$ cat config.mk
export PLATFORM = sky130hd
export DESIGN_NAME = sfm_minmax_reducer
export DESIGN_NICKNAME = d
export VERILOG_FILES = /design/src/rtl/sfm_minmax_reducer.sv
export SDC_FILE = /design/constraint.sdc
export NUM_CORES = 1
export LEC_CHECK = 0
export BUFFER_PORTS_ARGS = -buffer_cell sky130_fd_sc_hd__buf_2
export CORE_UTILIZATION = 55
export DETAILED_ROUTE_END_ITERATION = 12
export GPL_ROUTABILITY_DRIVEN = 0
export PLACE_DENSITY = 0.83
export SYNTH_ARGS = -nofsm -noshare
export SYNTH_HDL_FRONTEND = slang
export SYNTH_SLANG_ARGS = --single-unit
$ cat constraint.sdc
create_clock -name clk_i -period 13.7 [get_ports clk_i]
set_input_delay 1.37 -clock clk_i [delete_from_list [all_inputs] [get_ports clk_i]]
set_output_delay 1.37 -clock clk_i [all_outputs]
set_load 0.02 [all_outputs]
$ cat src/rtl/sfm_minmax_reducer.sv
// sfm_minmax_reducer: streaming FP min/max reduction over N_LANES-wide beats; define SFM_REDUCER_ARGIDX_EN to add idx_o (arg-min/arg-max)
package sfm_pkg;
  typedef enum logic [1:0] {BEFORE, AFTER, AROUND} regs_config_t;
  typedef enum logic {MIN, MAX} min_max_mode_t;
endpackage

module sfm_minmax_reducer
  import sfm_pkg::*;
#(
  parameter int           N_LANES     = 4,
  parameter int           WIDTH       = 16,
  parameter int           EXP_BITS    = 5,
  parameter regs_config_t REGS_CONFIG = AROUND,
  parameter int           IDX_W       = 16
) (
  input  logic                       clk_i,
  input  logic                       rst_ni,
  input  logic                       clear_i,
  input  min_max_mode_t              mode_i,
  input  logic                       valid_i,
  output logic                       ready_o,
  input  logic [N_LANES*WIDTH-1:0]   data_i,
  input  logic [N_LANES-1:0]         strb_i,
  input  logic                       last_i,
  output logic                       valid_o,
  input  logic                       ready_i,
  output logic [WIDTH-1:0]           data_o,
  output logic                       empty_o
`ifdef SFM_REDUCER_ARGIDX_EN
  ,
  output logic [IDX_W-1:0]           idx_o
`endif
);
  localparam int LG = $clog2(N_LANES);
  localparam int NN = 2*N_LANES-1;
  localparam int MW = WIDTH-EXP_BITS-1;
  localparam logic [WIDTH-1:0] QNAN = {1'b0, {EXP_BITS{1'b1}}, 1'b1, {(MW-1){1'b0}}};
  localparam logic HAS_IN = REGS_CONFIG != AFTER;
  localparam logic HAS_OUT = REGS_CONFIG != BEFORE;

  typedef enum logic [1:0] {IDLE, ACC, DONE} state_t;

  if (IDX_W <= LG) begin : g_idx_w_chk
    $error("IDX_W too narrow to index one beat of N_LANES");
  end

  // Sign-magnitude to two's complement so that -0 and +0 share key 0
  function automatic logic signed [WIDTH-1:0] key(input logic [WIDTH-1:0] v);
    logic signed [WIDTH-1:0] m;
    m = $signed({1'b0, v[WIDTH-2:0]});
    return v[WIDTH-1] ? -m : m;
  endfunction

  // Strictly better only, so equal values keep the earlier (lower-index) element
  function automatic logic better(input logic [WIDTH-1:0] a, input logic [WIDTH-1:0] b, input logic mx);
    return mx ? (key(a) > key(b)) : (key(a) < key(b));
  endfunction

  function automatic logic is_nan(input logic [WIDTH-1:0] v);
    return (&v[WIDTH-2 -: EXP_BITS]) && (|v[MW-1:0]);
  endfunction

  state_t r_state, w_next;
  logic [WIDTH-1:0] r_acc;
  logic r_found;
  min_max_mode_t r_mode;
  logic w_cv, w_cl, w_core_rdy, w_take, w_first, w_ohs, w_mx;
  logic [N_LANES*WIDTH-1:0] w_cd;
  logic [N_LANES-1:0] w_cs;
  min_max_mode_t w_cm;
  logic [WIDTH-1:0] w_nv [NN];
  logic w_nq [NN];
  logic w_pick, w_nf;
  logic [WIDTH-1:0] w_win;

  assign w_core_rdy = r_state != DONE;
  assign w_take = w_cv & w_core_rdy;
  assign w_first = r_state == IDLE;
  assign w_mx = (w_first ? w_cm : r_mode) == MAX;
  assign w_ohs = valid_o & ready_i;

  if (HAS_IN) begin : g_in
    logic r_iv, r_il;
    logic [N_LANES*WIDTH-1:0] r_id;
    logic [N_LANES-1:0] r_is;
    min_max_mode_t r_im;
    // Input register: refills when empty or when the core drains it in the same cycle
    always_ff @(posedge clk_i or negedge rst_ni)
      if (!rst_ni) begin
        r_iv <= 1'b0;
        r_il <= 1'b0;
        r_id <= '0;
        r_is <= '0;
        r_im <= MIN;
      end else if (clear_i) r_iv <= 1'b0;
      else if (valid_i && ready_o) begin
        r_iv <= 1'b1;
        r_il <= last_i;
        r_id <= data_i;
        r_is <= strb_i;
        r_im <= mode_i;
      end else if (w_take) r_iv <= 1'b0;
    assign w_cv = r_iv;
    assign w_cl = r_il;
    assign w_cd = r_id;
    assign w_cs = r_is;
    assign w_cm = r_im;
    assign ready_o = rst_ni & (~r_iv | w_core_rdy);
  end else begin : g_no_in
    assign w_cv = valid_i;
    assign w_cl = last_i;
    assign w_cd = data_i;
    assign w_cs = strb_i;
    assign w_cm = mode_i;
    assign ready_o = rst_ni & w_core_rdy;
  end

`ifdef SFM_REDUCER_ARGIDX_EN
  logic [IDX_W-1:0] w_ni [NN];
`endif

  // Heap-ordered lane tree: leaves at N_LANES-1.., left child always holds the lower lanes
  always_comb begin
    logic w_sel;
    w_sel = 1'b0;
    for (int l = 0; l < N_LANES; l++) begin
      w_nv[N_LANES-1+l] = w_cd[l*WIDTH +: WIDTH];
      w_nq[N_LANES-1+l] = w_cs[l] & ~is_nan(w_cd[l*WIDTH +: WIDTH]);
`ifdef SFM_REDUCER_ARGIDX_EN
      w_ni[N_LANES-1+l] = IDX_W'(l);
`endif
    end
    for (int k = N_LANES-2; k >= 0; k--) begin
      w_sel = w_nq[2*k+2] & (~w_nq[2*k+1] | better(w_nv[2*k+2], w_nv[2*k+1], w_mx));
      w_nv[k] = w_sel ? w_nv[2*k+2] : w_nv[2*k+1];
      w_nq[k] = w_nq[2*k+1] | w_nq[2*k+2];
`ifdef SFM_REDUCER_ARGIDX_EN
      w_ni[k] = w_sel ? w_ni[2*k+2] : w_ni[2*k+1];
`endif
    end
  end

  assign w_pick = w_nq[0] & (w_first | ~r_found | better(w_nv[0], r_acc, w_mx));
  assign w_nf = w_nq[0] | (~w_first & r_found);
  assign w_win = w_pick ? w_nv[0] : r_acc;

  // Accumulator: the first beat overwrites, later beats merge; no qualifier leaves canonical qNaN
  always_ff @(posedge clk_i or negedge rst_ni)
    if (!rst_ni) begin
      r_acc <= '0;
      r_found <= 1'b0;
      r_mode <= MIN;
    end else if (w_take) begin
      r_acc <= w_nf ? w_win : QNAN;
      r_found <= w_nf;
      r_mode <= w_first ? w_cm : r_mode;
    end

`ifdef SFM_REDUCER_ARGIDX_EN
  logic [IDX_W-1:0] r_bcnt, r_aidx, w_gidx;
  assign w_gidx = (w_first ? '0 : (r_bcnt << LG)) + w_ni[0];
  // Beat counter saturates so indices never alias back to the start of the stream
  always_ff @(posedge clk_i or negedge rst_ni)
    if (!rst_ni) begin
      r_bcnt <= '0;
      r_aidx <= '0;
    end else if (w_take) begin
      r_bcnt <= w_first ? IDX_W'(1) : (&r_bcnt ? r_bcnt : r_bcnt + 1'b1);
      r_aidx <= w_nf ? (w_pick ? w_gidx : r_aidx) : '0;
    end
`endif

  // Core state register
  always_ff @(posedge clk_i or negedge rst_ni)
    if (!rst_ni) r_state <= IDLE;
    else r_state <= w_next;

  // Next state; clear overrides any handshake in the same cycle
  always_comb begin
    w_next = r_state;
    case (r_state)
      IDLE: if (w_take) w_next = w_cl ? DONE : ACC;
      ACC: if (w_take && w_cl) w_next = DONE;
      DONE: if (w_ohs) w_next = IDLE;
      default: w_next = IDLE;
    endcase
    if (clear_i) w_next = IDLE;
  end

  if (HAS_OUT) begin : g_out
    logic r_ov, r_oe;
    logic [WIDTH-1:0] r_od;
`ifdef SFM_REDUCER_ARGIDX_EN
    logic [IDX_W-1:0] r_oi;
`endif
    // Output register: captures the finished result once and holds it until accepted
    always_ff @(posedge clk_i or negedge rst_ni)
      if (!rst_ni) begin
        r_ov <= 1'b0;
        r_oe <= 1'b1;
        r_od <= '0;
`ifdef SFM_REDUCER_ARGIDX_EN
        r_oi <= '0;
`endif
      end else if (clear_i || w_ohs) r_ov <= 1'b0;
      else if (r_state == DONE && !r_ov) begin
        r_ov <= 1'b1;
        r_oe <= ~r_found;
        r_od <= r_acc;
`ifdef SFM_REDUCER_ARGIDX_EN
        r_oi <= r_aidx;
`endif
      end
    assign valid_o = r_ov;
    assign data_o = r_od;
    assign empty_o = r_oe;
`ifdef SFM_REDUCER_ARGIDX_EN
    assign idx_o = r_oi;
`endif
  end else begin : g_no_out
    assign valid_o = r_state == DONE;
    assign data_o = r_acc;
    assign empty_o = ~r_found;
`ifdef SFM_REDUCER_ARGIDX_EN
    assign idx_o = r_aidx;
`endif
  end
endmodule

# Word level (Yosys, flattened, before mapping)
# Cells that the tools add are included.
totals:
  regBits: 109
  out_inout_bits: 19
op_classes:
  eq_ne: 7
  n_reduce_logical: 24
  n_lt_le_gt_ge: 8
  n_bitwise: 34
  add_sub_neg: 8
  mux: 29
op_table:
  columns: ["operator", "n"]
  rows:
  - ["2-to-1 mux 16 bit", 13]
  - ["negation 15 -> 16 bit", 8]
  - ["> comparator 16 bit", 4]
  - ["less-than comparator 16 bit", 4]
  - ["OR reduction 10 bit", 4]
  - ["AND reduction 5 bit", 4]
  - ["bitwise AND 1 bit", 12]
  - ["inverter 1 bit", 12]
  - ["2-to-1 mux 1 bit", 10]
  - ["2-to-1 mux 2 bit", 5]
  - ["OR 1 bit", 10]
  - ["inequality test 3 bit (second input constant)", 3]
  - ["logical AND 1 bit", 7]
  - ["case mux 2 bit (3 select lines)", 1]
  - ["AND reduction 2 bit", 3]
  - ["inequality test 2 bit (second input constant)", 2]
  - ["AND reduction 3 bit", 1]
  - ["nonzero test 3 bit", 1]
  - ["equality test 2 x 1 -> 1 bit (second input constant)", 1]
  - ["equality test 2 bit (second input constant)", 1]
  - ["zero test 2 bit", 1]
  - ["nonzero test 2 bit", 1]
  - ["zero test 1 bit", 1]
  - ["logical OR 1 bit", 1]

# Depth between registers and ports, before layout
depth:
  word_depth: 23
  mapped_depth: 49
  mapped_depth_nobuf: 45

# Worst setup path before layout
# No wires, ideal clock.
synth_path:
  path_type: "register to register"
  start: "reg g_in.r_id[18]"
  end: "reg r_acc[6]"
  setup_time_ps: 121
  setup_slack_ps: 3171
  arrival_ps: 10408
  path_stages_with_launch: 42
  t_required_ps: 13579
  cell_sequence: "dfrtp_1 -> or3_1 -> or3_1 -> or3_1 -> or3_1 -> o31a_1 -> ha_1 -> nand4_1 -> a2111o_1 -> and4bb_1 -> or3_1 -> nor2_1 -> clkbuf_1 -> nor2_1 -> o21a_1 -> and3_1 -> a41oi_1 -> xor2_1 -> [6 not listed] -> and3_1 -> buf_4 -> a32oi_1 -> a2111oi_2 -> or4b_1 -> buf_2 -> o41a_1 -> xor2_1 -> ha_1 -> nand4_1 -> nor2_1 -> o2111ai_1 -> a31oi_1 -> mux2i_1 -> o31ai_1 -> nand2_1 -> clkbuf_1 -> a22o_1"
synth_via:
  elab_chain_len: 22
synth_rtl:
  columns: ["element", "line_no", "rtl"]
  rows:
  - ["from (decl)", "84", "logic [N_LANES*WIDTH-1:0] r_id;"]
  - ["from (signal assigned)", "99", "r_id <= data_i;"]
  - ["negation 15 -> 16 bit", "51", "return v[WIDTH-1] ? -m : m;"]
  - ["2-to-1 mux 16 bit", "51", null]
  - ["less-than comparator 16 bit / > comparator 16 bit (equally long branches)", "56", "return mx ? (key(a) > key(b)) : (key(a) < key(b));"]
  - ["2-to-1 mux 1 bit", "56", null]
  - ["OR 1 bit", "134", "w_sel = w_nq[2*k+2] & (~w_nq[2*k+1] | better(w_nv[2*k+2], w_nv[2*k+1], w_mx));"]
  - ["bitwise AND 1 bit", "134", null]
  - ["2-to-1 mux 16 bit", "135", "w_nv[k] = w_sel ? w_nv[2*k+2] : w_nv[2*k+1];"]
  - ["negation 15 -> 16 bit", "51", null]
  - ["[6 not listed]", null, null]
  - ["negation 15 -> 16 bit", "51", null]
  - ["2-to-1 mux 16 bit", "51", null]
  - ["less-than comparator 16 bit / > comparator 16 bit (equally long branches)", "56", null]
  - ["2-to-1 mux 1 bit", "56", null]
  - ["OR 1 bit", "143", "assign w_pick = w_nq[0] & (w_first | ~r_found | better(w_nv[0], r_acc, w_mx));"]
  - ["bitwise AND 1 bit", "143", null]
  - ["inequality test 2 bit (no source line)", null, null]
  - ["AND reduction 2 bit (no source line)", null, null]
  - ["to (signal assigned)", "154", "r_acc <= w_nf ? w_win : QNAN;"]
  - ["to (decl)", "64", "logic [WIDTH-1:0] r_acc;"]
# Several ways; a longest one is shown, not always the timed one. The select of a mux whose other input is x is not followed.
# A chain may end at the register's enable or synchronous reset.

# Final worst setup path
layout_path:
  start: "reg g_in.r_id[32]"
  end: "reg r_acc[7]"
layout_via:
  elab_chain_len: 23
layout_rtl:
  columns: ["element"]
  rows:
  - ["branches (longest 23 deep; another with negation 15 -> 16 bit)"]
# Parallel ways; which one is timed is not known. The select of a mux whose other input is x is not followed.

==> flow_summary.toml <==
[route]
num_vias = 7714
drt_iter0_markers = 531
wirelength_mm = 22.0
viasPerCell = 6.21
ant_nets = 0
dr.pass1.iters = 5
post-route-drc-count = 0
wl_per_cell_microns = 17.7

[yosys]
ys.flop_type = "dfrtp_1"
synth_top_area_share_pct = 29.7
synth_top_family_by_area = "compound AO/OA/AOI/OAI gates"
netlist_instances = 955
netlist_top_cells_count = "dfrtp_1, mux2_2, nand2_1"
synth_most_common_cell = "dfrtp_1"
async_flop_share_pct = 100
synth_nets = 1102
synth_simple_gate_area_share_pct = 14.1
synth_edf_count = 0
synth_area_leaders = "dfrtp_1, mux2_2, ha_1, xnor2_1, mux2i_1"
ys_seq_elements = 109
synth_warnings = 0
synth_compound_area_share_pct = 16.4
yosysSeqAreaShare_pct = 30.0
ys_types = 67
synth-xor-area-share_pct = 9.92
synth_top_cell_by_area = "dfrtp_1"
syn_area_sq_mm = 0.00909
muxShareOfSynthArea_pct = 16.2
synthAdderAreaFrac_pct = 9.91
syn_area_per_cell_sq_um = 9.52

[power_and_ir_drop]
p_leak_nw = 4.36
pwr-share-clk_pct = 10.4
power.total_w = 0.00235
switchingPower_w = 0.00112
power_density_mw_per_mm2 = 235
peakVddDrop_v = 0.000115
power_frac_seq_pct = 23.0
p_int_w = 0.00123
swShare_pct = 47.6
power_frac_comb_pct = 66.6

[finish]
drive_above_1_share_pct = 21.6
layout.cells.non_filler = 1243
area_growth_pct = 9.62
fin_nets = 1169
antenna_cells = 0

[timing]
finalCriticalPeriod_ns = 12.54
fin_worst_skew_ns = 0.0115
drv_slew = 0
hold_viol_final = 0
post-route-period-util_pct = 91.5
setup_viol = 0
fin_ws_ns = 1.16
fmax_ghz = 0.0798
worstMarginPinSlew_ns = 1.06
rsz0062_at_grt = "no"
finalSetupTns_ns = 0
slew_headroom_pct = 27.2

[grt]
grt_pass1_vias = 7384
antenna_found_initial = 0
grt_first_pass_wirelength_mm = 36.3
grtUsageTotal_pct = 27.2
grt_start_max_net_pins = 81
gr-total-overflow = 0

[critical_path]
slowest_stage = "and3_1"
max_stage_delay_ns = 0.74
start_kind = "flop"
crit_family = "simple AND/OR/NAND/NOR gates"
crit_required_ns = 13.95
worst-path-max-fanout = 20
crit_path_frequent_cell = "ha_1"
crit_start = "g_in.r_id[32]"
rrSetupSlack_ns = 1.16
path_buf_inv = 2
cp_data_arrival_time_ns = 12.79
r2r-end = "r_acc[7]"
critPathKind = "flop to flop"
rr_worst_depth = 43
r2r-start = "g_in.r_id[32]"
crit_cells = 43
endpoint = "r_acc[7]"
cp-end-kind = "flop"

[floorplan]
coreArea_sq_mm = 0.0160
num_rows = 46
die_x_microns = 131
initial_core_util_pct = 56.8
die-area_sq_mm = 0.0170
ios = 94
die_h_microns = 131

[clock_tree]
postCtsSetupRepairBufs = 0
clock-sinks = 109
hold_buffers = 0
cts_buffer_depth = 2
cts_made_buffers = 9
clock_latency_ns = 0.37
cts-root-buf = "clkbuf_16"
path_clk_slew_ns = 0.08
tritoncts = "built"
cts_resized = 0
htree_levels = 3

[place]
hpwl_mm = 17.0
place_ws_ns = 1.33
port_buffers = 93
post-place-cells = 1227

[worst_hold_path]
worstHoldPathType = "flop to flop"

[run_status]
outcome = "finished, final reports clean"

[flow_run]
cap_viol_max_count = 0
worst register-to-register path, delay by kind of cell (launching register included):
kind	cells	cell delay [ns]
compound gates	14	3.50
xor+xnor	3	0.42
fa+ha+maj	5	1.43
buf+inv	2	0.43
flops	1	0.44
mux	4	1.25
simple gates	15	4.94
cell families (layout without fill, tap and decap cells):
| family | count (synthesis) | in the layout |
|---|---|---|
| muxes | 135 | 135 |
| AOI/OAI and AO/OA | 217 | 217 |
| adders and majority gates | 72 | 72 |
| DFF | 109 | 109 |
| buffers and inverters | 76 | 148 |
| xor gates and xnor gates | 103 | 103 |
| and+or+nand+nor | 243 | 243 |
layout make-up:
cell class | instances | area [sq um]
clock inverter | 5 | 36.3
clock buffer | 11 | 233
tap | 216 | 270
timing repair buffer | 99 | 513
multi-input combinational | 770 | 6060
fill | 1370 | 6040
sequential | 109 | 2730
inverter | 33 | 124
routing by layer:
layer | global-route usage, % | share of wire [%] | vias up
met3 | 4.28 | 6.6 | 50
met5 | 0 | 0 | -
met4 | 11.8 | 2.7 | 0
met1 | 36.4 | 44 | 3701
li1 | - | - | 3658
met2 | 43.7 | 47 | 305
placed cells by master, fill, tap and decap left out, drive strengths merged, types with 3 or more instances in the layout:
cell type / netlist / final
dfrtp: 108 / 108
buf: 13 / 99
mux2: 84 / 84
nand2: 77 / 77
ha: 72 / 72
xnor2: 59 / 59
mux2i: 51 / 51
a21oi: 48 / 48
o21ai: 48 / 48
xor2: 44 / 44
nor2: 43 / 43
inv: 33 / 34
o31ai: 29 / 29
or3: 22 / 22
nand3: 16 / 16
nand4: 13 / 13
o41ai: 12 / 12
nor3: 11 / 11
clkbuf: 30 / 11
nor2b: 10 / 10
a22o: 10 / 10
nand2b: 9 / 9
and3: 9 / 9
o21a: 9 / 9
or4: 8 / 8
a21o: 8 / 8
a31oi: 8 / 8
o211ai: 7 / 7
a2bb2oi: 6 / 6
nor4: 6 / 6
o31a: 5 / 5
and4: 5 / 5
and2: 5 / 5
a32oi: 5 / 5
or2: 4 / 4
o21bai: 4 / 4
a211oi: 4 / 4
clkinvlp: 0 / 3
registers in the layout, summed over array words and instances, names as in the netlist, 2 cells and up:
signal,count
data_o,16
g_in.r_is,4
r_state,2
r_acc,16
g_in.r_id,64
worst min-delay path by stage:
stage / from / endpoint / slack [ns] / cells past startpoint
after global placement: empty_o / empty_o / 0.46 / 2
after floorplan: r_found / empty_o / 0.45 / 1
after global routing: empty_o / empty_o / 0.48 / 2
after CTS: empty_o / empty_o / 0.47 / 2
after detailed placement: empty_o / empty_o / 0.46 / 2
final: empty_o / empty_o / 0.47 / 2
power by group through the flow:
stage	Combinational, W	Sequential, W	Clock (W)
CTS	0.00154	0.000537	0.000249
floorplan	0.00121	0.000508	0
global route	0.00174	0.000554	0.000259
detailed placement	0.00153	0.000543	0
global placement	0.00149	0.000537	0
finish	0.00156	0.000540	0.000244
metrics by stage:
| step | hold slack (ns) | util [%] | cell area, sq um |
|---|---|---|---|
| 2_1_floorplan | 0.453 | - | 9090 |
| 3_3_place_gp | 0.462 | 60.6 | 9690 |
| 3_5_place_dp | 0.463 | 60.6 | 9690 |
| 4_1_cts | 0.474 | 62.3 | 9960 |
| 5_1_grt | 0.481 | 62.3 | 9960 |
| 6_report | 0.470 | 62.3 | 9960 |
(Power assumes the default switching activity.)
